## config.mk

```make
export PLATFORM = sky130hd
export DESIGN_NAME = l2_mshr_alloc
export DESIGN_NICKNAME = d
export VERILOG_FILES = /design/src/rtl/l2_mshr_alloc.sv
export SDC_FILE = /design/constraint.sdc
export NUM_CORES = 1
export LEC_CHECK = 0
export ABC_CLOCK_PERIOD_IN_PS = 3400
export CAP_MARGIN = 0
export CORE_AREA = 3 3 83 85
export DETAILED_ROUTE_END_ITERATION = 16
export DIE_AREA = 0 0 86 88
export HOLD_SLACK_MARGIN = 0.1
export SLEW_MARGIN = 30
export SYNTH_ARGS = -nofsm -noshare
export SYNTH_HDL_FRONTEND = slang
export SYNTH_SLANG_ARGS = --single-unit
```

## constraint.sdc

```tcl
create_clock -name clk -period 3.4 [get_ports clk]
set_input_delay 0.68 -clock clk [delete_from_list [all_inputs] [get_ports clk]]
set_output_delay 0.68 -clock clk [all_outputs]
set_load 0.01 [all_outputs]
```

## src/rtl/l2_mshr_alloc.sv

```systemverilog
// MSHR allocator/retirer for the L2 Spandex controller: lowest-free-index
// allocation, completion-driven free, set-conflict lookup and event pulses.
module l2_mshr_alloc #(
  parameter int unsigned N_MSHR    = 4,
  parameter int unsigned MSHR_BITS = 2,
  parameter int unsigned SET_BITS  = 9
) (
  input  logic                 clk,
  input  logic                 rst,
  input  logic                 alloc_req,
  input  logic [SET_BITS-1:0]  alloc_set,
  input  logic                 alloc_evict,
  output logic                 alloc_gnt,
  output logic [MSHR_BITS-1:0] alloc_idx,
  input  logic                 free_req,
  input  logic [MSHR_BITS-1:0] free_idx,
  input  logic [SET_BITS-1:0]  lookup_set,
  output logic                 lookup_hit,
  output logic [MSHR_BITS-1:0] lookup_hit_idx,
  output logic                 evict_busy,
  output logic                 add_mshr_entry,
  output logic                 incr_mshr_cnt,
  output logic [MSHR_BITS:0]   free_cnt,
  output logic                 full,
  output logic                 empty,
  output logic                 free_err
);

  localparam int unsigned CNT_W = MSHR_BITS + 1;

  logic [N_MSHR-1:0]   valid_q, valid_d;
  logic [N_MSHR-1:0]   evict_q, evict_d;
  logic [SET_BITS-1:0] set_q [N_MSHR];
  logic [SET_BITS-1:0] set_d [N_MSHR];
  logic [CNT_W-1:0]    free_cnt_q, free_cnt_d;
  logic                add_q, add_d;
  logic                incr_q, incr_d;
  logic                evict_busy_q, evict_busy_d;
  logic                free_err_q, free_err_d;
  logic                valid_free;
  logic                idx_found;

  assign full      = (free_cnt_q == '0);
  assign empty     = (free_cnt_q == CNT_W'(N_MSHR));
  assign alloc_gnt = alloc_req & ~full;
  assign valid_free = free_req & valid_q[free_idx];

  // Both the free-slot search and the lookup see only pre-edge state.
  always_comb begin
    alloc_idx = '0;
    idx_found = 1'b0;
    for (int unsigned i = 0; i < N_MSHR; i++) begin
      if (!valid_q[i] && !idx_found) begin
        alloc_idx = MSHR_BITS'(i);
        idx_found = 1'b1;
      end
    end
  end

  always_comb begin
    lookup_hit     = 1'b0;
    lookup_hit_idx = '0;
    for (int unsigned i = 0; i < N_MSHR; i++) begin
      if (valid_q[i] && set_q[i] == lookup_set && !lookup_hit) begin
        lookup_hit     = 1'b1;
        lookup_hit_idx = MSHR_BITS'(i);
      end
    end
  end

  always_comb begin
    valid_d = valid_q;
    evict_d = evict_q;
    set_d   = set_q;
    if (valid_free) begin
      valid_d[free_idx] = 1'b0;
      evict_d[free_idx] = 1'b0;
    end
    if (alloc_gnt) begin
      valid_d[alloc_idx] = 1'b1;
      evict_d[alloc_idx] = alloc_evict;
      set_d[alloc_idx]   = alloc_set;
    end
    free_cnt_d   = free_cnt_q - CNT_W'(alloc_gnt) + CNT_W'(valid_free);
    evict_busy_d = |(valid_d & evict_d);
    free_err_d   = free_err_q | (free_req & ~valid_q[free_idx]);
    add_d        = alloc_gnt;
    incr_d       = valid_free;
  end

  always_ff @(posedge clk) begin
    if (!rst) begin
      valid_q      <= '0;
      evict_q      <= '0;
      set_q        <= '{default: '0};
      free_cnt_q   <= CNT_W'(N_MSHR);
      add_q        <= 1'b0;
      incr_q       <= 1'b0;
      evict_busy_q <= 1'b0;
      free_err_q   <= 1'b0;
    end else begin
      valid_q      <= valid_d;
      evict_q      <= evict_d;
      set_q        <= set_d;
      free_cnt_q   <= free_cnt_d;
      add_q        <= add_d;
      incr_q       <= incr_d;
      evict_busy_q <= evict_busy_d;
      free_err_q   <= free_err_d;
    end
  end

  assign free_cnt       = free_cnt_q;
  assign add_mshr_entry = add_q;
  assign incr_mshr_cnt  = incr_q;
  assign evict_busy     = evict_busy_q;
  assign free_err       = free_err_q;

endmodule

```

Yosys cells after proc, flatten, opt, wreduce, memory -nomap -nowiden
Index checks and enable logic that the tools add are counted.
W data, S select, Z words.

word-level totals
  flip-flop bits (word level) = 51
  input port bits = 25
  output and inout port bits = 15
  word-level logic and storage cells = 86

cells by class
  $add $sub $neg = 2
  order comparisons = 6
  eq/ne operators = 5
  multiplexer cells = 27
  bitwise operators = 12
  reduce and logical (&&, ||, !) cells = 23

operator list
  operator              count
  $bwmux W36            1
  $eq A9 B9 Y1          4
  $demux W9 S2          1
  $mux W4               4
  $logic_and A1 B1 Y1   13
  $and A4 B4 Y4         3
  $mux W1               12
  $mux W9               1
  $logic_not A1 Y1      8
  $mux W2               4
  $lt A2 B3 Y1 const B  2
  $bwmux W4             1
  $demux W1 S2          2
  $ge A2 B1 Y1 const B  2
  $not A4 Y4            1
  $or A4 B4 Y4          1
  $reduce_or A4 Y1      1
  $add A3 B1 Y3         1
  $and A1 B1 Y1         3
  $eq A3 B3 Y1 const B  1
  $ge A3 B3 Y1 const B  1
  $logic_not A3 Y1      1
  $lt A3 B1 Y1 const B  1
  $not A2 Y3            1
  other kinds (4)       5

Logic depth before layout (Yosys ltp)
Gate-level depths: netlist (run 1).

  depth in word-level cells = 17
  gate-level depth with buffers = 10
  gate-level depth less buffers = 10

Worst setup path after synthesis (run 1)
No wires, ideal clock.

  path kind = input to register
  start point = in free_idx[0]
  end point = reg free_cnt_q[2], in the netlist free_cnt[2]
  setup time = 115 ps
  arrival = 2,460 ps
  required time = 3,285 ps
  slack = 825 ps
  cell stages on the path = 10
  cell sequence = mux4_1 nand2_1 ha_1 inv_1 ha_1 inv_1 fa_1 xor2_1 xnor2_1 nand2_1

on the way
  word-level cells in the longest chain between the ends = 4

RTL lines
  element                        RTL line  text
  start: declaration             16        input logic [MSHR_BITS-1:0] free_idx,
  $bmux W1 S2                    46        assign valid_free = free_req & valid_q[free_idx];
  $mux W1 (not written as such)  46
  $and A1 B1 Y1                  46
  $add A3 B1 Y3                  84        free_cnt_d = free_cnt_q - CNT_W'(alloc_gnt) + CNT_W'(valid_free);
  end signal: assignment         96        free_cnt_q <= CNT_W'(N_MSHR);
  end signal: assignment         105       free_cnt_q <= free_cnt_d;
  end: declaration               35        logic [CNT_W-1:0] free_cnt_q, free_cnt_d;

No other way between the ends. The select of a mux whose other input is x is not followed.
A chain may end at the register's enable or synchronous reset.

Worst setup path after layout (run 1)
  start point = in lookup_set[1]
  end point = out lookup_hit

on the way
  word-level cells in the longest chain between the ends = 12

RTL lines
  element              RTL line  text
  start: declaration   17        input logic [SET_BITS-1:0] lookup_set,
  $eq A9 B9 Y1         64        if (valid_q[i] && set_q[i] == lookup_set && !lookup_hit) begin
  $logic_and A1 B1 Y1  64
  $mux W1              64
  $logic_not A1 Y1     64
  $logic_and A1 B1 Y1  64
  $mux W1              64
  $logic_not A1 Y1     64
  $logic_and A1 B1 Y1  64
  $mux W1              64
  $logic_not A1 Y1     64
  $logic_and A1 B1 Y1  64
  $mux W1 *            64
  end: declaration     18        output logic lookup_hit,

Every way passes the cells marked *; elsewhere a longest branch is shown, timed or not.

==> results of run 1 <==
[state kept, by name (all words and copies together) (netlist names)]
| register | cells |
|---|---|
| incr_mshr_cnt | 1 |
| free_err | 1 |
| set_q | 36 |
| add_mshr_entry | 1 |
| evict_busy | 1 |
| evict_q | 4 |
| valid_q | 4 |
| free_cnt | 3 |
[cell type report]
type,instances,area (um2)
Timing Repair Buffer,55,505
Sequential cell,51,1020
Inverter,8,30.0
Fill cell,630,3190
Clock buffer,6,72.6
Multi-Input combinational cell,184,1360
Tap cell,77,96.3
[stage by stage]
stage               setup TNS (ns)  hold WS [ns]
global placement            -0.385         0.449
detailed placement          -0.315         0.466
finish                           0         0.477
global route                     0         0.500
floorplan                        0         0.457
CTS                              0         0.487
[per-layer routing]
metal	vias to the layer above	part of all wire, %	global-route usage, %
met3	8	5.4	3.67
li1	957	-	-
met4	0	0.95	3.60
met1	885	48	21.3
met2	45	45	25.5
met5	-	0	0
[power groups by stage]
stage / clock (mW) / combinational (mW) / sequential, mW
3_5_place_dp: 0 / 0.426 / 0.721
4_1_cts: 0.337 / 0.428 / 0.708
6_report: 0.322 / 0.422 / 0.707
2_1_floorplan: 0 / 0.250 / 0.721
5_1_grt: 0.356 / 0.469 / 0.718
3_3_place_gp: 0 / 0.422 / 0.721
[worst max-delay path by stage]
stage                              from           endpoint  slack, ns  depth (start not counted)
after floorplan             free_idx[0]        free_cnt[2]       0.82                         10
after global placement    lookup_set[7]  lookup_hit_idx[1]      -0.21                          7
after detailed placement  lookup_set[7]  lookup_hit_idx[1]      -0.14                          7
after CTS                 lookup_set[1]         lookup_hit       0.15                         10
after global routing      lookup_set[1]         lookup_hit       0.01                         10
final                     lookup_set[1]         lookup_hit       0.15                         10
[critical path: stages]
cell,delay [ns]
clkdlybuf4s50_1,0.46
buf_4,0.17
buf_4,0.12
xnor2_1,0.17
nand4_1,0.15
nor4_1,0.28
buf_4,0.17
nor2_1,0.04
nand2_1,0.07
dlygate4sd2_1,0.27
[cell usage after synthesis, types with 2 or more instances]
cell type and n:
dfxtp_1 51, nor2_1 48, mux2i_1 36, xnor2_1 26, xor2_1 12, clkbuf_1 11
a21oi_1 10, nand2_1 8, nand4_1 8, inv_1 7, nor4_1 5, buf_6 3
nand3_1 3, nor3_1 3, ha_1 2, nand3b_1 2, nor2b_1 2, o21ai_0 2
[cells by family (layout without fill, tap and decap cells)]
kind of cell | Yosys count | after routing | share of synthesized area (%)
AOI/OAI and AO/OA | 21 | 21 | 7.18
xor gates and xnor gates | 38 | 38 | 13.4
adders and majority gates | 3 | 3 | 1.82
buffers and inverters | 24 | 69 | 4.70
DFF | 51 | 51 | 41.2
muxes | 37 | 37 | 15.6
and+or+nand+nor | 85 | 85 | 16.0
==> results.py, run 1 <==
metrics = {
    "critical_path": {
        "cp-start-kind": "input pin",
        "reg2reg_depth": 10,
        "cp.required_ns": 2.72,
        "crit_path_max_fanout": 3,
        "r2r_start": "valid_q[1]",
        "critPathCaptureType": "output port",
        "setup.worst_path.class": "in2out",
        "r2r_slack_ns": 1.01,
        "critPathArrivalTime_ns": 2.57,
        "worstReg2RegEnd": "free_cnt[2]",
    },
    "clocking": {
        "worstSkewPairLatency_ns": 0.30,
        "cts_buffer_depth": 2,
        "cts_tree": "yes",
        "clk_pin_slew_ns": 0.08,
        "postCtsSetupBuffers": 0,
        "clk_root_buffer_cell": "clkbuf_8",
        "numCtsBuffers": 5,
        "cts.sinks": 51,
        "post_cts.resized_instances": 6,
        "postCtsHoldBufs": 0,
        "h-tree-depth": 2,
    },
    "pwr": {
        "clkPwrFrac_pct": 22.2,
        "power_frac_comb_pct": 29.1,
        "cellLeakagePower_nw": 1.20,
        "intPower_mw": 1.02,
        "switching_share_pct": 30.0,
        "p_seq_share_pct": 48.7,
        "powerDensity_mw_per_mm2": 471,
        "switching_power_mw": 0.436,
        "peakVddDrop_mv": 0.350,
        "p_total_mw": 1.45,
    },
    "route": {
        "routedWlPerCell_um": 14.4,
        "wl_um": 5490,
        "drt_iter0_markers": 79,
        "avgViaCountPerCell": 4.97,
        "drc": 0,
        "dr.pass1.iters": 4,
        "drtAntennaViolNets": 0,
        "vias": 1895,
    },
    "sta": {
        "final-max-slew-violation-count": 0,
        "min_period_ns": 3.25,
        "rsz0062_at_grt": "no",
        "finalSetupViolations": 0,
        "finalCritPeriodShare_pct": 95.7,
        "tightest_slew_ns": 0.500,
        "max_freq_mhz": 307,
        "finalClockSkew_ns": 0.00650,
        "finalWorstSetupSlack_ns": 0.146,
        "maxSlewHeadroom_pct": 66.5,
        "hold_violations": 0,
    },
    "global_routing": {
        "grt_pass1_vias": 1887,
        "antenna_found_initial": 0,
        "grt.overflow.total": 0,
        "grt_usage_pct": 15.7,
        "grt_pass1_wl_um": 9380,
        "grt_max_degree": 45,
    },
    "min_path": {
        "min_from": "free_err",
        "hold_path_class": "reg2reg",
        "holdPathStages": 1,
        "hold-path-endpoint": "free_err",
    },
    "yosys": {
        "seq_area_frac_synth_pct": 41.2,
        "ys_warn_count": 0,
        "yosys.area.top_type": "dfxtp_1",
        "netlist_area_mm2": 0.00248,
        "ys.flop_type": "dfxtp_1",
        "async_flop_share_pct": 0,
        "synth_top_area_share_pct": 41.2,
        "synthDistinctLibCells": 38,
        "synth_edf_count": 0,
        "synth_area_leaders": "dfxtp_1 41%, mux2i_1 15%, xnor2_1 9.2%",
        "syn_area_per_cell_um2": 9.56,
        "synth-seq-cells": 51,
        "synth_cells": 259,
        "syn-num-nets": 287,
    },
    "placed_design": {
        "placed_area_mm2": 0.00300,
        "gp_congestion": 0.804,
        "placed_cells": 375,
        "post-place-ws_ns": -0.143,
        "dpl.hpwl_um": 4080,
        "io_buffer_count": 39,
    },
    "finish": {
        "final_util_pct": 49.1,
        "final_area_mm2": 0.00308,
        "antennaDiodeCount": 0,
        "instances_no_fill": 381,
        "syn_to_final_growth_pct": 24.5,
        "final_common_cell": "dfxtp_1",
        "fin_nets": 333,
        "final_cell_mix": "51 x dfxtp_1, 48 x nor2_1, 36 x mux2i_1, 35 x clkdlybuf4s50_1, 25 x xnor2_1",
        "layout-drive-gt1-share_pct": 10.9,
    },
    "die": {
        "io_pins": 40,
        "rows": 29,
        "dieArea_mm2": 0.00757,
        "core_area_mm2": 0.00628,
        "die_y_um": 88,
        "die_width_um": 86,
        "start_util_pct": 39.4,
    },
    "run": {
        "max_cap_violations": 0,
    },
    "status": {
        "outcome": "finished clean",
    },
}
Note: power is estimated with default switching activity, not from simulation.
==> run 2: changes to the inputs <==
CTS_CLUSTER_DIAMETER = 40   (was not set)
==> results of run 2 <==
Same layout as run 1: the final DEF is identical, and so are final timing and power.
==> run 3: changes to the inputs <==
DONT_BUFFER_PORTS = 1   (was not set)
REMOVE_ABC_BUFFERS = 1   (was not set)
==> run 3 against run 2 <==
  * First-iteration DRC count down 19%
  * Clock power up 53%
  * Power is 2.8% higher
  * Final cell count is 13% lower
  * Highest routed layer unchanged
  * Fmax rose by 27%
  * Worst setup slack better by 0.70 ns
  * Critical path depth shrank 5
  * Global-route usage decreased by 1.3 points
  * Non-clock buffer count is 52 lower
  * Largest cell class unchanged
==> results.py, run 3 (same netlist as run 1, synthesis figures left out) <==
metrics = {
    "finish": {
        "syn_to_final_growth_pct": 6.87,
        "final_common_cell": "dfxtp_1",
        "fill_cells": 626,
        "largest_reg_flops": 36,
        "fin_nets": 281,
        "instances_no_fill": 331,
        "reg.largest.list": "set_q: 36 flops, evict_q: 4 flops, valid_q: 4 flops",
        "multi_input_area_mm2": 0.00134,
        "antennaDiodeCount": 0,
        "final_cell_mix": "51 x dfxtp_1, 48 x nor2_1, 36 x mux2i_1, 26 x xnor2_1, 12 x xor2_1",
        "largest_register": "set_q",
        "regArea_mm2": 0.00102,
        "layout-drive-gt1-share_pct": 7.87,
    },
    "critical_path": {
        "setup.worst_path.class": "in2out",
        "cpLargestDelayFamily": "simple AND/OR/NAND/NOR gates",
        "cp_num_cells": 5,
        "cp_cell_sequence": "xnor2_1, nand4_1, nor4_1, nor2b_1, nor3_1",
        "cp.required_ns": 2.72,
        "critPathArrivalTime_ns": 1.87,
        "reg2reg_depth": 10,
        "path_buf_inv": 0,
        "slowest_delay_ns": 0.40,
        "critPathSlowestCell": "nor4_1",
        "critPathCaptureType": "output port",
        "crit_path_max_fanout": 4,
        "cp-start-kind": "input pin",
    },
    "clocking": {
        "cts_buffer_depth": 2,
        "numCtsBuffers": 5,
        "clk_pin_slew_ns": 0.09,
        "postCtsSetupBuffers": 0,
        "post_cts.resized_instances": 0,
        "h-tree-depth": 2,
        "cts_tree": "yes",
        "cts.sinks": 51,
        "postCtsHoldBufs": 0,
        "clk_root_buffer_cell": "clkbuf_8",
        "worstSkewPairLatency_ns": 0.30,
    },
    "sta": {
        "final-max-slew-violation-count": 0,
        "finalCritPeriodShare_pct": 75.1,
        "rsz0062_at_grt": "no",
        "tns_ns": 0,
        "finalSetupViolations": 0,
        "finalWorstSetupSlack_ns": 0.845,
        "hold_violations": 0,
        "maxSlewHeadroom_pct": 47.2,
        "min_period_ns": 2.55,
        "max_freq_mhz": 391,
        "tightest_slew_ns": 0.790,
        "finalClockSkew_ns": 0.00936,
        "hold_ws_ns": 0.438,
    },
    "placed_design": {
        "gp_congestion": 0.821,
        "placed_cells": 323,
        "io_buffer_count": 0,
        "dpl.hpwl_um": 3780,
        "post-place-ws_ns": 0.760,
    },
    "die": {
        "die_y_um": 88,
        "start_util_pct": 39.4,
        "die_width_um": 86,
        "io_pins": 40,
        "dieArea_mm2": 0.00757,
        "core_area_mm2": 0.00628,
        "rows": 29,
    },
    "global_routing": {
        "antenna_found_initial": 0,
        "grt_max_degree": 30,
        "grt_usage_pct": 14.4,
        "grt_pass1_vias": 1741,
        "grt_pass1_wl_um": 8560,
        "grt.overflow.total": 0,
    },
    "pwr": {
        "peakVddDrop_mv": 0.282,
        "powerDensity_mw_per_mm2": 564,
        "cellLeakagePower_nw": 0.993,
        "p_total_mw": 1.49,
    },
    "min_path": {
        "holdPathStages": 1,
        "hold_path_class": "in2reg",
    },
    "route": {
        "drt_iter0_markers": 64,
        "wl_um": 5140,
        "avgViaCountPerCell": 5.18,
        "routedWlPerCell_um": 15.5,
        "dr.pass1.iters": 6,
        "vias": 1714,
        "drtAntennaViolNets": 0,
        "drc": 0,
    },
    "run": {
        "max_cap_violations": 0,
    },
    "status": {
        "outcome": "finished clean",
    },
}
[run 3: cell types whose count changed in the layout (fill, tap and decap cells not counted), sizes merged]
cell	delta
buf	-13
clkdlybuf4s50	-35
dlygate4sd2	-4
bufinv	+2
[run 3: path summary, 6_finish.rpt]
check / startpoint / end / slack [ns]
hold reg to reg: evict_q[3] / evict_q[3] / 0.50
setup / recovery: lookup_set[8] / lookup_hit_idx[1] / 0.85
hold / removal: rst / free_cnt[2] / 0.44
setup reg to reg: free_cnt[1] / free_cnt[2] / 0.96
[run 3: final cells by class]
type	count	share of cell area, %
well taps	77	3.64
inverters	8	1.13
flip-flops and latches	51	38.6
multi-input cells	184	50.8
repair buffers	3	0.851
clock inverters	2	2.27
clock buffers	6	2.74
[run 3: power by group]
group	internal (mW)	switching (mW)	leakage, nW
Clock	0.294	0.199	0.0654
Combinational	0.134	0.146	0.513
Sequential	0.649	0.0691	0.415
[run 3: worst reg2reg max path, delay by kind of cell, from the launching register on]
kind,cells,cell delay [ns]
adder cells (fa/ha/maj),3,0.82
AO/OA/AOI/OAI,1,0.45
buffers and inverters,3,0.28
XOR/XNOR,2,0.31
AND/OR/NAND/NOR,1,0.06
flip-flops,1,0.43
[run 3: metrics by stage]
stage	cell area, um2	utilization (%)
CTS	2650	42.2
finish	2650	42.2
global placement	2510	40.0
floorplan	2390	-
detailed placement	2510	40.0
global route	2650	42.2
[run 3: layer usage]
metal	vias to the layer above	wire length (um)	global-route usage [%]
met4	0	43	3.17
li1	855	-	-
met3	6	386	4.80
met2	52	2250	22.5
met5	-	0	0
met1	801	2450	19.4
